File: src/rtl/gc_ptr_sync.sv
// Receive-side Gray pointer synchronizer: sync chain, Gray->binary decode, and registered fill level/flags.
// Optional sticky illegal-Gray-step detection is enabled by defining GC_CHECK_EN.
module gc_ptr_sync #(
    parameter int unsigned W           = 8,
    parameter int unsigned SYNC_STAGES = 2,
    parameter int unsigned AFULL       = 192
) (
    input  logic         clk,
    input  logic         rstn,
    input  logic         clear,
    input  logic [W-1:0] gc_in,
    input  logic [W-1:0] local_ptr,
    output logic [W-1:0] ptr_bin,
    output logic [W-1:0] level,
    output logic         empty,
    output logic         almost_full,
    output logic         gc_err
);

    // Gray {1,0..0} decodes to binary all-ones, matching the counter's cleared state
    localparam logic [W-1:0] GC_RST  = {1'b1, {(W-1){1'b0}}};
    localparam logic [W-1:0] AFULL_W = W'(AFULL);

    logic [SYNC_STAGES-1:0][W-1:0] sync_q;
    logic [W-1:0]                  gc_sync;
    logic [W-1:0]                  ptr_d, ptr_q;
    logic [W-1:0]                  level_d, level_q;
    logic                          empty_q, afull_q;

    assign gc_sync = sync_q[SYNC_STAGES-1];

    always_ff @(posedge clk or negedge rstn) begin
        if (!rstn) begin
            sync_q <= {SYNC_STAGES{GC_RST}};
        end else if (clear) begin
            sync_q <= {SYNC_STAGES{GC_RST}};
        end else begin
            sync_q[0] <= gc_in;
            for (int unsigned k = 1; k < SYNC_STAGES; k++) begin
                sync_q[k] <= sync_q[k-1];
            end
        end
    end

    // Each binary bit is the XOR of all Gray bits at or above it
    always_comb begin
        ptr_d = '0;
        for (int unsigned i = 0; i < W; i++) begin
            ptr_d[i] = ^(gc_sync >> i);
        end
    end

    always_ff @(posedge clk or negedge rstn) begin
        if (!rstn) begin
            ptr_q <= '1;
        end else if (clear) begin
            ptr_q <= '1;
        end else begin
            ptr_q <= ptr_d;
        end
    end

    assign level_d = ptr_q - local_ptr;

    always_ff @(posedge clk or negedge rstn) begin
        if (!rstn) begin
            level_q <= '0;
            empty_q <= 1'b1;
            afull_q <= 1'b0;
        end else if (clear) begin
            level_q <= '0;
            empty_q <= 1'b1;
            afull_q <= 1'b0;
        end else begin
            level_q <= level_d;
            empty_q <= (ptr_q == local_ptr);
            afull_q <= (level_d >= AFULL_W);
        end
    end

`ifdef GC_CHECK_EN
    logic [W-1:0] prev_q;
    logic         err_q;
    logic         step_bad;

    assign step_bad = ($countones(gc_sync ^ prev_q) > 1);

    always_ff @(posedge clk or negedge rstn) begin
        if (!rstn) begin
            prev_q <= GC_RST;
            err_q  <= 1'b0;
        end else if (clear) begin
            prev_q <= GC_RST;
            err_q  <= 1'b0;
        end else begin
            prev_q <= gc_sync;
            err_q  <= err_q | step_bad;
        end
    end

    assign gc_err = err_q;
`else
    assign gc_err = 1'b0;
`endif

    assign ptr_bin     = ptr_q;
    assign level       = level_q;
    assign empty       = empty_q;
    assign almost_full = afull_q;

endmodule

File: config.mk
export PLATFORM = sky130hd
export DESIGN_NAME = gc_ptr_sync
export DESIGN_NICKNAME = d
export VERILOG_FILES = /design/src/rtl/gc_ptr_sync.sv
export SDC_FILE = /design/constraint.sdc
export NUM_CORES = 1
export LEC_CHECK = 0
export BUFFER_PORTS_ARGS = -buffer_cell sky130_fd_sc_hd__buf_2
export CORE_MARGIN = 2
export CORE_UTILIZATION = 30
export DETAILED_ROUTE_END_ITERATION = 12
export GPL_TIMING_DRIVEN = 0
export PLACE_DENSITY_LB_ADDON = 0.1
export SLEW_MARGIN = 5
export SYNTH_ARGS = -nofsm -noshare
export SYNTH_HDL_FRONTEND = slang
export SYNTH_SLANG_ARGS = --single-unit
File: constraint.sdc
create_clock -name clk -period 1.9 [get_ports clk]
set_input_delay 0.57 -clock clk [delete_from_list [all_inputs] [get_ports clk]]
set_output_delay 0.57 -clock clk [all_outputs]
set_load 0.1 [all_outputs]
# Word level (Yosys, flattened, before mapping)
# Index checks and enable logic that the tools add are counted.
totals:
  register_bits: 34
  inputBits: 19
  output_inout_bits: 19
op_classes:
  n_addsub: 1
  magnitude_cmp: 1
  n_eq_ne: 1
  n_mux: 5
  reduce_logical: 8
op_table:
  columns: ["op", "count"]
  rows:
  - ["8-bit parity", 8]
  - ["16-bit 2-to-1 mux", 1]
  - ["8-bit 2-to-1 mux", 2]
  - ["8-bit == test", 1]
  - ["8-bit greater-or-equal comparator, second input constant", 1]
  - ["8-bit subtractor", 1]
  - ["1-bit 2-to-1 mux", 2]

# Logic depth before layout (Yosys ltp)
# Gate-level depths: netlist of the first run.
logic_depth:
  word_depth: 3
  mapped_depth: 9
  mapped_depth_nobuf: 9

# Least setup slack after synthesis of the first run
# Ideal clock, no wire load.
synth_path:
  path_type: "flip-flop to flip-flop"
  from: "reg ptr_q[0], in the netlist ptr_bin[0]"
  to: "reg afull_q, in the netlist almost_full"
  setup_ns: 0.147
  arrival_time_ns: 2.311
  required_ns: 1.753
  slack_ns: -0.558
  stages_incl_launch_ff: 10
  period_less_slack_ns: 2.458
  path_cell_list: "dfstp_2 -> inv_1 -> ha_1 -> inv_1 -> fa_1 -> a21o_1 -> a21oi_1 -> o211a_1 -> a2111oi_0 -> a21oi_1"
synth_between:
  elab_chain_cells: 3
synth_rtl:
  columns: ["element", "line", "source"]
  rows:
  - ["start: declaration", "26", "logic [W-1:0] ptr_d, ptr_q;"]
  - ["start signal: assignment", "59", "ptr_q <= ptr_d;"]
  - ["8-bit subtractor", "63", "assign level_d = ptr_q - local_ptr;"]
  - ["8-bit greater-or-equal comparator", "77", "afull_q <= (level_d >= AFULL_W);"]
  - ["1-bit 2-to-1 mux", "70", "end else if (clear) begin"]
  - ["end signal: assignment", "77", null]
  - ["end: declaration", "28", "logic empty_q, afull_q;"]
# Every way passes these cells.

# Worst setup path after layout of the first run
# Same ends and word-level chain as after synthesis.

==> flow_summary.html, run 1 <==
<table>
<tr><th>Metric</th><th>Value</th></tr>
<tr><th colspan="2">Outcome</th></tr>
<tr><td>Run status</td><td>finished, violations left</td></tr>
<tr><td>Violations in the final reports</td><td>setup timing</td></tr>
<tr><th colspan="2">Drt</th></tr>
<tr><td>Final wirelength</td><td>2.83 mm</td></tr>
<tr><td>Post-detailed-route wirelength per cell</td><td>11.2 um</td></tr>
<tr><td>Count of unresolved DRC violations after routing</td><td>0</td></tr>
<tr><td>Sum of routed wire segments on met1</td><td>1.11 mm</td></tr>
<tr><td>Detailed Routing Iterations Pass 1</td><td>2</td></tr>
<tr><td>Number of DRC markers after the initial detailed-route iteration</td><td>7</td></tr>
<tr><td>Routed met3 length</td><td>163 um</td></tr>
<tr><td>Routed vias</td><td>1051</td></tr>
<tr><td>Max layer used</td><td>met4</td></tr>
<tr><td>Ratio of routed vias to standard cells</td><td>4.15</td></tr>
<tr><td>Post-detailed-route count of antenna-violating nets</td><td>0</td></tr>
<tr><td>Met2 wire length</td><td>1.51 mm</td></tr>
<tr><th colspan="2">Power</th></tr>
<tr><td>Net Switching</td><td>0.000846 W</td></tr>
<tr><td>Comb power frac</td><td>0.384</td></tr>
<tr><td>Switching portion of total power</td><td>0.392</td></tr>
<tr><td>Clk pwr share</td><td>0.227</td></tr>
<tr><td>Largest vdd supply drop</td><td>0.415 mV</td></tr>
<tr><td>Register share of total power</td><td>0.389</td></tr>
<tr><td>Leakage power of the design</td><td>0.997 nW</td></tr>
<tr><td>Internal</td><td>0.00131 W</td></tr>
<tr><td>Total power per unit cell area</td><td>1020 nW/um2</td></tr>
<tr><th colspan="2">Yosys</th></tr>
<tr><td>Syn Area/Cell</td><td>11.7 um2</td></tr>
<tr><td>Number of standard cells after synthesis</td><td>134</td></tr>
<tr><td>Seq/Total Area, Yosys</td><td>0.552</td></tr>
<tr><td>Most common flop cell mapped by yosys</td><td>dfrtp_1</td></tr>
<tr><td>Post-synthesis sequential element count</td><td>34</td></tr>
<tr><td>Async S/R FF share, synth</td><td>1.00</td></tr>
<tr><td>Cell Area, Synth</td><td>1570 um2</td></tr>
<tr><td>Count of cell types in the netlist</td><td>35</td></tr>
<tr><td>Synth warnings</td><td>0</td></tr>
<tr><td>Number of enable flip-flop cells after synthesis</td><td>0</td></tr>
<tr><td>Total nets after synthesis</td><td>162</td></tr>
<tr><th colspan="2">Cells and area</th></tr>
<tr><td>Fraction of layout cells with a size suffix above 1</td><td>0.448</td></tr>
<tr><td>Inserted Diodes</td><td>0</td></tr>
<tr><td>Synthesis-to-finish area growth</td><td>35.8%</td></tr>
<tr><td>Total number of nets in the final design</td><td>210</td></tr>
<tr><td>Post-route standard cell area excluding fillers</td><td>2130 um2</td></tr>
<tr><td>FILL cells</td><td>517</td></tr>
<tr><td>Final Instance Count excl. Fillers</td><td>253</td></tr>
<tr><th colspan="2">Clock network</th></tr>
<tr><td>Clock Path Buffers</td><td>2</td></tr>
<tr><td>Clock insertion delay at the later pin of the skew report</td><td>0.27 ns</td></tr>
<tr><td>TritonCTS buffer count</td><td>5</td></tr>
<tr><td>CTS sink cnt</td><td>34</td></tr>
<tr><td>Root Buffer Master</td><td>clkbuf_8</td></tr>
<tr><td>CTS clock-pin slew for the worst setup and hold paths</td><td>0.06 ns</td></tr>
<tr><td>CTS tree</td><td>built</td></tr>
<tr><td>Number of levels in the clock H-tree</td><td>2</td></tr>
<tr><th colspan="2">Die</th></tr>
<tr><td>Row cnt</td><td>26</td></tr>
<tr><td>Die Y-Extent</td><td>76.3 um</td></tr>
<tr><td>Die outline width</td><td>76.3 um</td></tr>
<tr><td>Core Area</td><td>5070 um2</td></tr>
<tr><td>Ports</td><td>38</td></tr>
<tr><td>Die Area</td><td>5820 um2</td></tr>
<tr><td>Initial Util</td><td>0.309</td></tr>
<tr><th colspan="2">Placement</th></tr>
<tr><td>Placed instance count</td><td>240</td></tr>
<tr><td>Placed Area</td><td>1890 um2</td></tr>
<tr><td>Half-perimeter wire length of the detailed placement result</td><td>1.97 mm</td></tr>
<tr><td>Count of port buffers added during placement</td><td>36</td></tr>
<tr><td>Routability Congestion</td><td>0.697</td></tr>
<tr><th colspan="2">Run</th></tr>
<tr><td>Total of max-cap violations</td><td>0</td></tr>
<tr><th colspan="2">Timing</th></tr>
<tr><td>Post-route minimum period</td><td>2.04 ns</td></tr>
<tr><td>Worst slew margin relative to its limit</td><td>0.514</td></tr>
<tr><td>Setup skew after layout</td><td>0.00306 ns</td></tr>
<tr><td>Unrepaired setup endpoints after global routing</td><td>true</td></tr>
<tr><td>Max Fclk</td><td>0.490 GHz</td></tr>
<tr><td>Max-slew violations</td><td>0</td></tr>
<tr><td>Final setup viols</td><td>2</td></tr>
<tr><td>Hold Vio Cnt, Final</td><td>0</td></tr>
<tr><td>Transition time at the pin with the least slew margin</td><td>0.729 ns</td></tr>
<tr><td>Final worst path period share</td><td>1.07</td></tr>
<tr><td>Post-route worst setup slack</td><td>-0.140 ns</td></tr>
<tr><th colspan="2">Global route</th></tr>
<tr><td>Residual overflow from global routing</td><td>0</td></tr>
<tr><td>Combined global-route utilization of all metal layers</td><td>0.104</td></tr>
<tr><td>Via count of the first global-routing pass</td><td>1070</td></tr>
<tr><td>Largest net degree at the start of global routing</td><td>35</td></tr>
<tr><td>Initial antenna violation count</td><td>0</td></tr>
<tr><td>Wire length of the first global-routing pass</td><td>4.74 mm</td></tr>
<tr><th colspan="2">Worst hold path</th></tr>
<tr><td>Class of the tightest hold or removal check</td><td>in2async</td></tr>
<tr><th colspan="2">Critical path</th></tr>
<tr><td>Startpoint Class</td><td>register</td></tr>
<tr><td>Critical-path maximum fanout</td><td>2</td></tr>
<tr><td>Worst endpoint data arrival time</td><td>2.19 ns</td></tr>
<tr><td>Type of element capturing the critical path</td><td>register</td></tr>
<tr><td>Type of the setup path with the least slack</td><td>reg2reg</td></tr>
<tr><td>Required arrival time at the worst endpoint</td><td>2.05 ns</td></tr>
</table>
## cell type report
| cell class | instances | area (um2) | share of cell area |
|---|---|---|---|
| timing repair buffer | 41 | 236 | 0.111 |
| sequential | 34 | 891 | 0.419 |
| clock buffer | 8 | 80.1 | 0.0376 |
| tap | 70 | 87.6 | 0.0412 |
| inverter | 11 | 43.8 | 0.0206 |
| buffer | 4 | 18.8 | 0.00882 |
| multi-input combinational | 85 | 769 | 0.362 |
## cell families after synthesis
group / after synthesis / share of synthesized area
adder cells (fa/ha/maj): 9 / 0.0767
XOR/XNOR: 11 / 0.0887
AO/OA/AOI/OAI: 16 / 0.0671
buffers and inverters: 15 / 0.0383
other: 1 / 0.00239
AND/OR/NAND/NOR: 48 / 0.175
flip-flops: 34 / 0.552
## Yosys cell counts, types with 2 or more instances
| library cell | instances | area, um2 |
|---|---|---|
| or2_2 | 3 | 18.8 |
| nand3_1 | 2 | 10.0 |
| nor2b_1 | 16 | 100 |
| xnor3_1 | 2 | 45.0 |
| nor2_1 | 9 | 33.8 |
| inv_1 | 11 | 41.3 |
| dfrtp_1 | 23 | 576 |
| xnor2_1 | 5 | 43.8 |
| a21boi_0 | 2 | 15.0 |
| a21oi_1 | 5 | 25.0 |
| o21ai_0 | 3 | 15.0 |
| clkbuf_1 | 3 | 11.3 |
| dfstp_2 | 11 | 289 |
| nand2_1 | 4 | 15.0 |
| nor3_1 | 2 | 10.0 |
| xor2_1 | 2 | 17.5 |
| or2b_1 | 3 | 22.5 |
| ha_1 | 8 | 100 |
| nand2b_1 | 4 | 25.0 |
## power groups by stage
stage / clock (W) / sequential (W) / combinational (W)
2_1_floorplan: 0 / 0.00123 / 0.000225
3_3_place_gp: 0 / 0.000852 / 0.000724
3_5_place_dp: 0 / 0.000854 / 0.000729
4_1_cts: 0.000526 / 0.000842 / 0.000771
5_1_grt: 0.000554 / 0.000848 / 0.000877
6_report: 0.000490 / 0.000840 / 0.000831
## worst paths after layout
path,start,endpoint,slack (ns),cells past startpoint
min,rstn,level[2],0.35,1
min reg2reg,sync_q[4],gc_sync[4],0.46,1
max,ptr_bin[0],almost_full,-0.14,9
max in group asynchronous,rstn,gc_sync[6],1.08,1
min in group clk,sync_q[4],gc_sync[4],0.46,1
max reg2reg,ptr_bin[0],almost_full,-0.14,9
## timing repair
item | 4_1_cts | 5_1_grt
endpoints found under the setup margin | 7 | 10
resized for setup | 9 | 20
buffers inserted | 3 | 2
pin swaps | 2 | 8
hold buffers | 0 | 0
## flip-flops by register name, indices dropped and copies added (netlist names)
name and count:
level 8, ptr_bin 8, sync_q 8, empty 1, gc_sync 8, almost_full 1
## critical path: stages, from the launching register on
cell and delay, ns:
dfstp_4 0.63, inv_4 0.04, ha_4 0.15, inv_2 0.05, fa_2 0.19, a21o_1 0.16
a21oi_4 0.07, o211a_1 0.24, a2111oi_4 0.32, a21oi_1 0.08
## per-layer routing
layer | vias to the layer above | global-route usage
li1 | 526 | -
met1 | 491 | 0.109
met5 | - | 0
met2 | 30 | 0.182
met3 | 4 | 0.0403
met4 | 0 | 0.0491
## metrics by stage
stage / setup TNS (ns) / setup WS, ns / power, W / utilization / hold WS [ns]
floorplan: -0.689 / -0.196 / 0.00145 / - / 0.274
global placement: -1.10 / -0.329 / 0.00158 / 0.372 / 0.448
detailed placement: -1.25 / -0.368 / 0.00158 / 0.372 / 0.452
CTS: -0.408 / -0.129 / 0.00214 / 0.401 / 0.379
global route: -0.543 / -0.217 / 0.00228 / 0.419 / 0.422
finish: -0.278 / -0.140 / 0.00216 / 0.419 / 0.351
## layout by cell type, fill, tap and decap left out, types with 2 or more instances in the layout
cell type   n
xor2_1      2
xnor3_1     2
o21ai_0     2
nand3_1     2
clkbuf_4    4
buf_4       7
clkbuf_8    5
or2_2       3
nand2_2     2
ha_4        4
dfstp_4     7
or2b_1      3
nand2b_1    4
inv_1       9
nor2b_1    15
nand2_1     2
a21oi_1     3
xnor2_1     5
nor2_1      9
dfstp_2     4
clkbuf_1    6
nor3_1      2
buf_2      30
ha_1        4
dfrtp_1    23
No activity file was read; power rests on OpenSTA's default activity.
==> inputs of run 2 (changes only) <==
==> constraint.sdc (replaced) <==
create_clock -name clk -period 1.9 [get_ports clk]
set_input_delay 0.19 -clock clk [delete_from_list [all_inputs] [get_ports clk]]
set_output_delay 0.19 -clock clk [all_outputs]
set_load 0.1 [all_outputs]
==> run 2 against run 1 <==
Effect of this change: the run still ends with setup timing left; hold slack got worse by 0.25 ns; cell count rose by 0.40%; sequential power about the same; critical path type unchanged.
==> flow_summary.html, run 2 (same netlist as run 1, synthesis figures left out) <==
<table>
<tr><th>Metric</th><th>Value</th></tr>
<tr><th colspan="2">Outcome</th></tr>
<tr><td>Run status</td><td>finished, violations left (unchanged)</td></tr>
<tr><td>Violations in the final reports</td><td>setup timing (unchanged)</td></tr>
<tr><th colspan="2">Drt</th></tr>
<tr><td>Ratio of routed vias to standard cells</td><td>4.14 (was 4.15)</td></tr>
<tr><td>Detailed Routing Iterations Pass 1</td><td>2 (unchanged)</td></tr>
<tr><td>Count of unresolved DRC violations after routing</td><td>0 (unchanged)</td></tr>
<tr><td>Final wirelength</td><td>2.85 mm (was 2.83 mm)</td></tr>
<tr><td>Post-detailed-route wirelength per cell</td><td>11.2 um (about the same)</td></tr>
<tr><td>Number of DRC markers after the initial detailed-route iteration</td><td>7 (unchanged)</td></tr>
<tr><td>Post-detailed-route count of antenna-violating nets</td><td>0 (unchanged)</td></tr>
<tr><td>Routed vias</td><td>1051 (unchanged)</td></tr>
<tr><th colspan="2">Critical path</th></tr>
<tr><td>Critical-path maximum fanout</td><td>2 (unchanged)</td></tr>
<tr><td>Worst endpoint data arrival time</td><td>2.19 ns (about the same)</td></tr>
<tr><td>Type of element capturing the critical path</td><td>register (unchanged)</td></tr>
<tr><td>Required arrival time at the worst endpoint</td><td>2.05 ns (about the same)</td></tr>
<tr><td>Startpoint Class</td><td>register (unchanged)</td></tr>
<tr><td>Type of the setup path with the least slack</td><td>reg2reg (unchanged)</td></tr>
<tr><th colspan="2">Timing</th></tr>
<tr><td>Min Hold Slack</td><td>0.100 ns (was 0.351 ns)</td></tr>
<tr><td>Unrepaired setup endpoints after global routing</td><td>true (unchanged)</td></tr>
<tr><td>Worst slew margin relative to its limit</td><td>0.512 (was 0.514)</td></tr>
<tr><td>Transition time at the pin with the least slew margin</td><td>0.733 ns (was 0.729 ns)</td></tr>
<tr><td>Post-route minimum period</td><td>2.05 ns (was 2.04 ns)</td></tr>
<tr><td>Hold Vio Cnt, Final</td><td>0 (unchanged)</td></tr>
<tr><td>Max-slew violations</td><td>0 (unchanged)</td></tr>
<tr><td>Post-route worst setup slack</td><td>-0.146 ns (was -0.140 ns)</td></tr>
<tr><td>Final worst path period share</td><td>1.08 (was 1.07)</td></tr>
<tr><td>Final setup viols</td><td>2 (unchanged)</td></tr>
<tr><td>Max Fclk</td><td>0.489 GHz (was 0.490 GHz)</td></tr>
<tr><td>Setup skew after layout</td><td>0.00305 ns (was 0.00306 ns)</td></tr>
<tr><th colspan="2">Placement</th></tr>
<tr><td>Routability Congestion</td><td>0.697 (unchanged)</td></tr>
<tr><td>Setup slack at placement</td><td>-0.196 ns (was -0.368 ns)</td></tr>
<tr><td>Half-perimeter wire length of the detailed placement result</td><td>1.97 mm (unchanged)</td></tr>
<tr><td>Count of port buffers added during placement</td><td>36 (unchanged)</td></tr>
<tr><td>Placed instance count</td><td>240 (unchanged)</td></tr>
<tr><th colspan="2">Clock network</th></tr>
<tr><td>Clock insertion delay at the later pin of the skew report</td><td>0.27 ns (about the same)</td></tr>
<tr><td>CTS clock-pin slew for the worst setup and hold paths</td><td>0.06 ns (about the same)</td></tr>
<tr><td>CTS sink cnt</td><td>34 (unchanged)</td></tr>
<tr><td>Root Buffer Master</td><td>clkbuf_8 (unchanged)</td></tr>
<tr><td>TritonCTS buffer count</td><td>5 (unchanged)</td></tr>
<tr><td>Number of levels in the clock H-tree</td><td>2 (unchanged)</td></tr>
<tr><td>CTS tree</td><td>built (unchanged)</td></tr>
<tr><td>Clock Path Buffers</td><td>2 (unchanged)</td></tr>
<tr><th colspan="2">Power</th></tr>
<tr><td>Largest vdd supply drop</td><td>0.415 mV (about the same)</td></tr>
<tr><td>Total power per unit cell area</td><td>1020 nW/um2 (about the same)</td></tr>
<tr><td>Final Total Pwr</td><td>0.00215 W (was 0.00216 W)</td></tr>
<tr><td>Leakage power of the design</td><td>0.990 nW (was 0.997 nW)</td></tr>
<tr><th colspan="2">Cells and area</th></tr>
<tr><td>Fraction of layout cells with a size suffix above 1</td><td>0.446 (was 0.448)</td></tr>
<tr><td>Synthesis-to-finish area growth</td><td>35.2% (was 35.8%)</td></tr>
<tr><td>Top library cells by usage in the layout, fill and taps aside</td><td>buf_2, dfrtp_1, nor2b_1 (unchanged)</td></tr>
<tr><td>Utilization after layout</td><td>0.417 (was 0.419)</td></tr>
<tr><td>FILL cells</td><td>519 (was 517)</td></tr>
<tr><td>Most common library cell in the layout ignoring fill and taps</td><td>buf_2 (unchanged)</td></tr>
<tr><td>Inserted Diodes</td><td>0 (unchanged)</td></tr>
<tr><td>Final Instance Count excl. Fillers</td><td>254 (was 253)</td></tr>
<tr><td>Total number of nets in the final design</td><td>211 (was 210)</td></tr>
<tr><th colspan="2">Die</th></tr>
<tr><td>Initial Util</td><td>0.309 (unchanged)</td></tr>
<tr><td>Die Area</td><td>5820 um2 (unchanged)</td></tr>
<tr><td>Die outline width</td><td>76.3 um (unchanged)</td></tr>
<tr><td>Core Area</td><td>5070 um2 (unchanged)</td></tr>
<tr><td>Row cnt</td><td>26 (unchanged)</td></tr>
<tr><td>Die Y-Extent</td><td>76.3 um (unchanged)</td></tr>
<tr><td>Ports</td><td>38 (unchanged)</td></tr>
<tr><th colspan="2">Worst hold path</th></tr>
<tr><td>Class of the tightest hold or removal check</td><td>in2reg (was in2async)</td></tr>
<tr><th colspan="2">Global route</th></tr>
<tr><td>Wire length of the first global-routing pass</td><td>4.73 mm (was 4.74 mm)</td></tr>
<tr><td>Residual overflow from global routing</td><td>0 (unchanged)</td></tr>
<tr><td>Combined global-route utilization of all metal layers</td><td>0.104 (about the same)</td></tr>
<tr><td>Initial antenna violation count</td><td>0 (unchanged)</td></tr>
<tr><td>Largest net degree at the start of global routing</td><td>35 (unchanged)</td></tr>
<tr><td>Via count of the first global-routing pass</td><td>1070 (unchanged)</td></tr>
<tr><th colspan="2">Run</th></tr>
<tr><td>Total of max-cap violations</td><td>0 (unchanged)</td></tr>
</table>
-- run 2: changes by cell type in the layout (fill, tap and decap cells not counted) --
| cell | delta |
|---|---|
| buf_2 | +6 |
| dlygate4sd3_1 | +1 |
| clkbuf_4 | -4 |
| buf_6 | -1 |
| buf_4 | -1 |
-- run 2: report_power, final --
group / switching [W] / total, W / internal (W)
clock: 0.000230 / 0.000490 / 0.000260
combinational: 0.000591 / 0.000824 / 0.000232
sequential: 0.0000256 / 0.000840 / 0.000814
total: 0.000847 / 0.00215 / 0.00131
-- run 2: worst paths after layout --
kind / from / endpoint / slack (ns) / cells after the start
max reg2reg: ptr_bin[0] / almost_full / -0.15 / 9
min in group asynchronous: rstn / level[2] / 0.51 / 2
min: gc_in[7] / sync_q[7] / 0.10 / 2
min reg2reg: sync_q[4] / gc_sync[4] / 0.46 / 1
max: ptr_bin[0] / almost_full / -0.15 / 9
max in group asynchronous: rstn / gc_sync[6] / 0.92 / 2
-- run 2: worst max-delay path: stages (launching register included) --
cell	delay [ns]
dfstp_4	0.63
inv_4	0.04
ha_4	0.15
inv_2	0.05
fa_2	0.19
a21o_1	0.16
a21oi_4	0.07
o211a_1	0.24
a2111oi_4	0.32
a21oi_1	0.08
-- run 2: repair_timing --
action,in CTS,in global routing
pin swaps,2,8
gates resized for setup,7,15
setup buffers,3,2
hold buffers,1,0
hold endpoints to repair,2,0
setup endpoints to repair,4,5
-- run 2: per-layer routing --
metal  up-vias  share of wire  track usage  wire [um]
met5         -              0            0          0
met1       489           0.39        0.109       1130
met3         4          0.059       0.0403        168
li1        528              -            -          -
met4         0          0.014       0.0491         40
met2        30           0.53        0.181       1520
-- run 2: layout make-up --
| class | instances | area, um2 | share of cell area |
|---|---|---|---|
| multi-input combinational | 85 | 769 | 0.363 |
| inverter | 11 | 43.8 | 0.0207 |
| tap | 70 | 87.6 | 0.0413 |
| sequential | 34 | 891 | 0.421 |
| clock buffer | 8 | 80.1 | 0.0378 |
| timing repair buffer | 42 | 228 | 0.108 |
| buffer | 4 | 18.8 | 0.00886 |
-- run 2: per-stage QoR --
| stage | TNS (ns) | area, um2 |
|---|---|---|
| after CTS | -0.389 | 2040 |
| final | -0.289 | 2120 |
| after floorplan | -0.689 | 1620 |
| after global placement | -0.405 | 1890 |
| after global routing | -0.507 | 2120 |
| after detailed placement | -0.498 | 1890 |
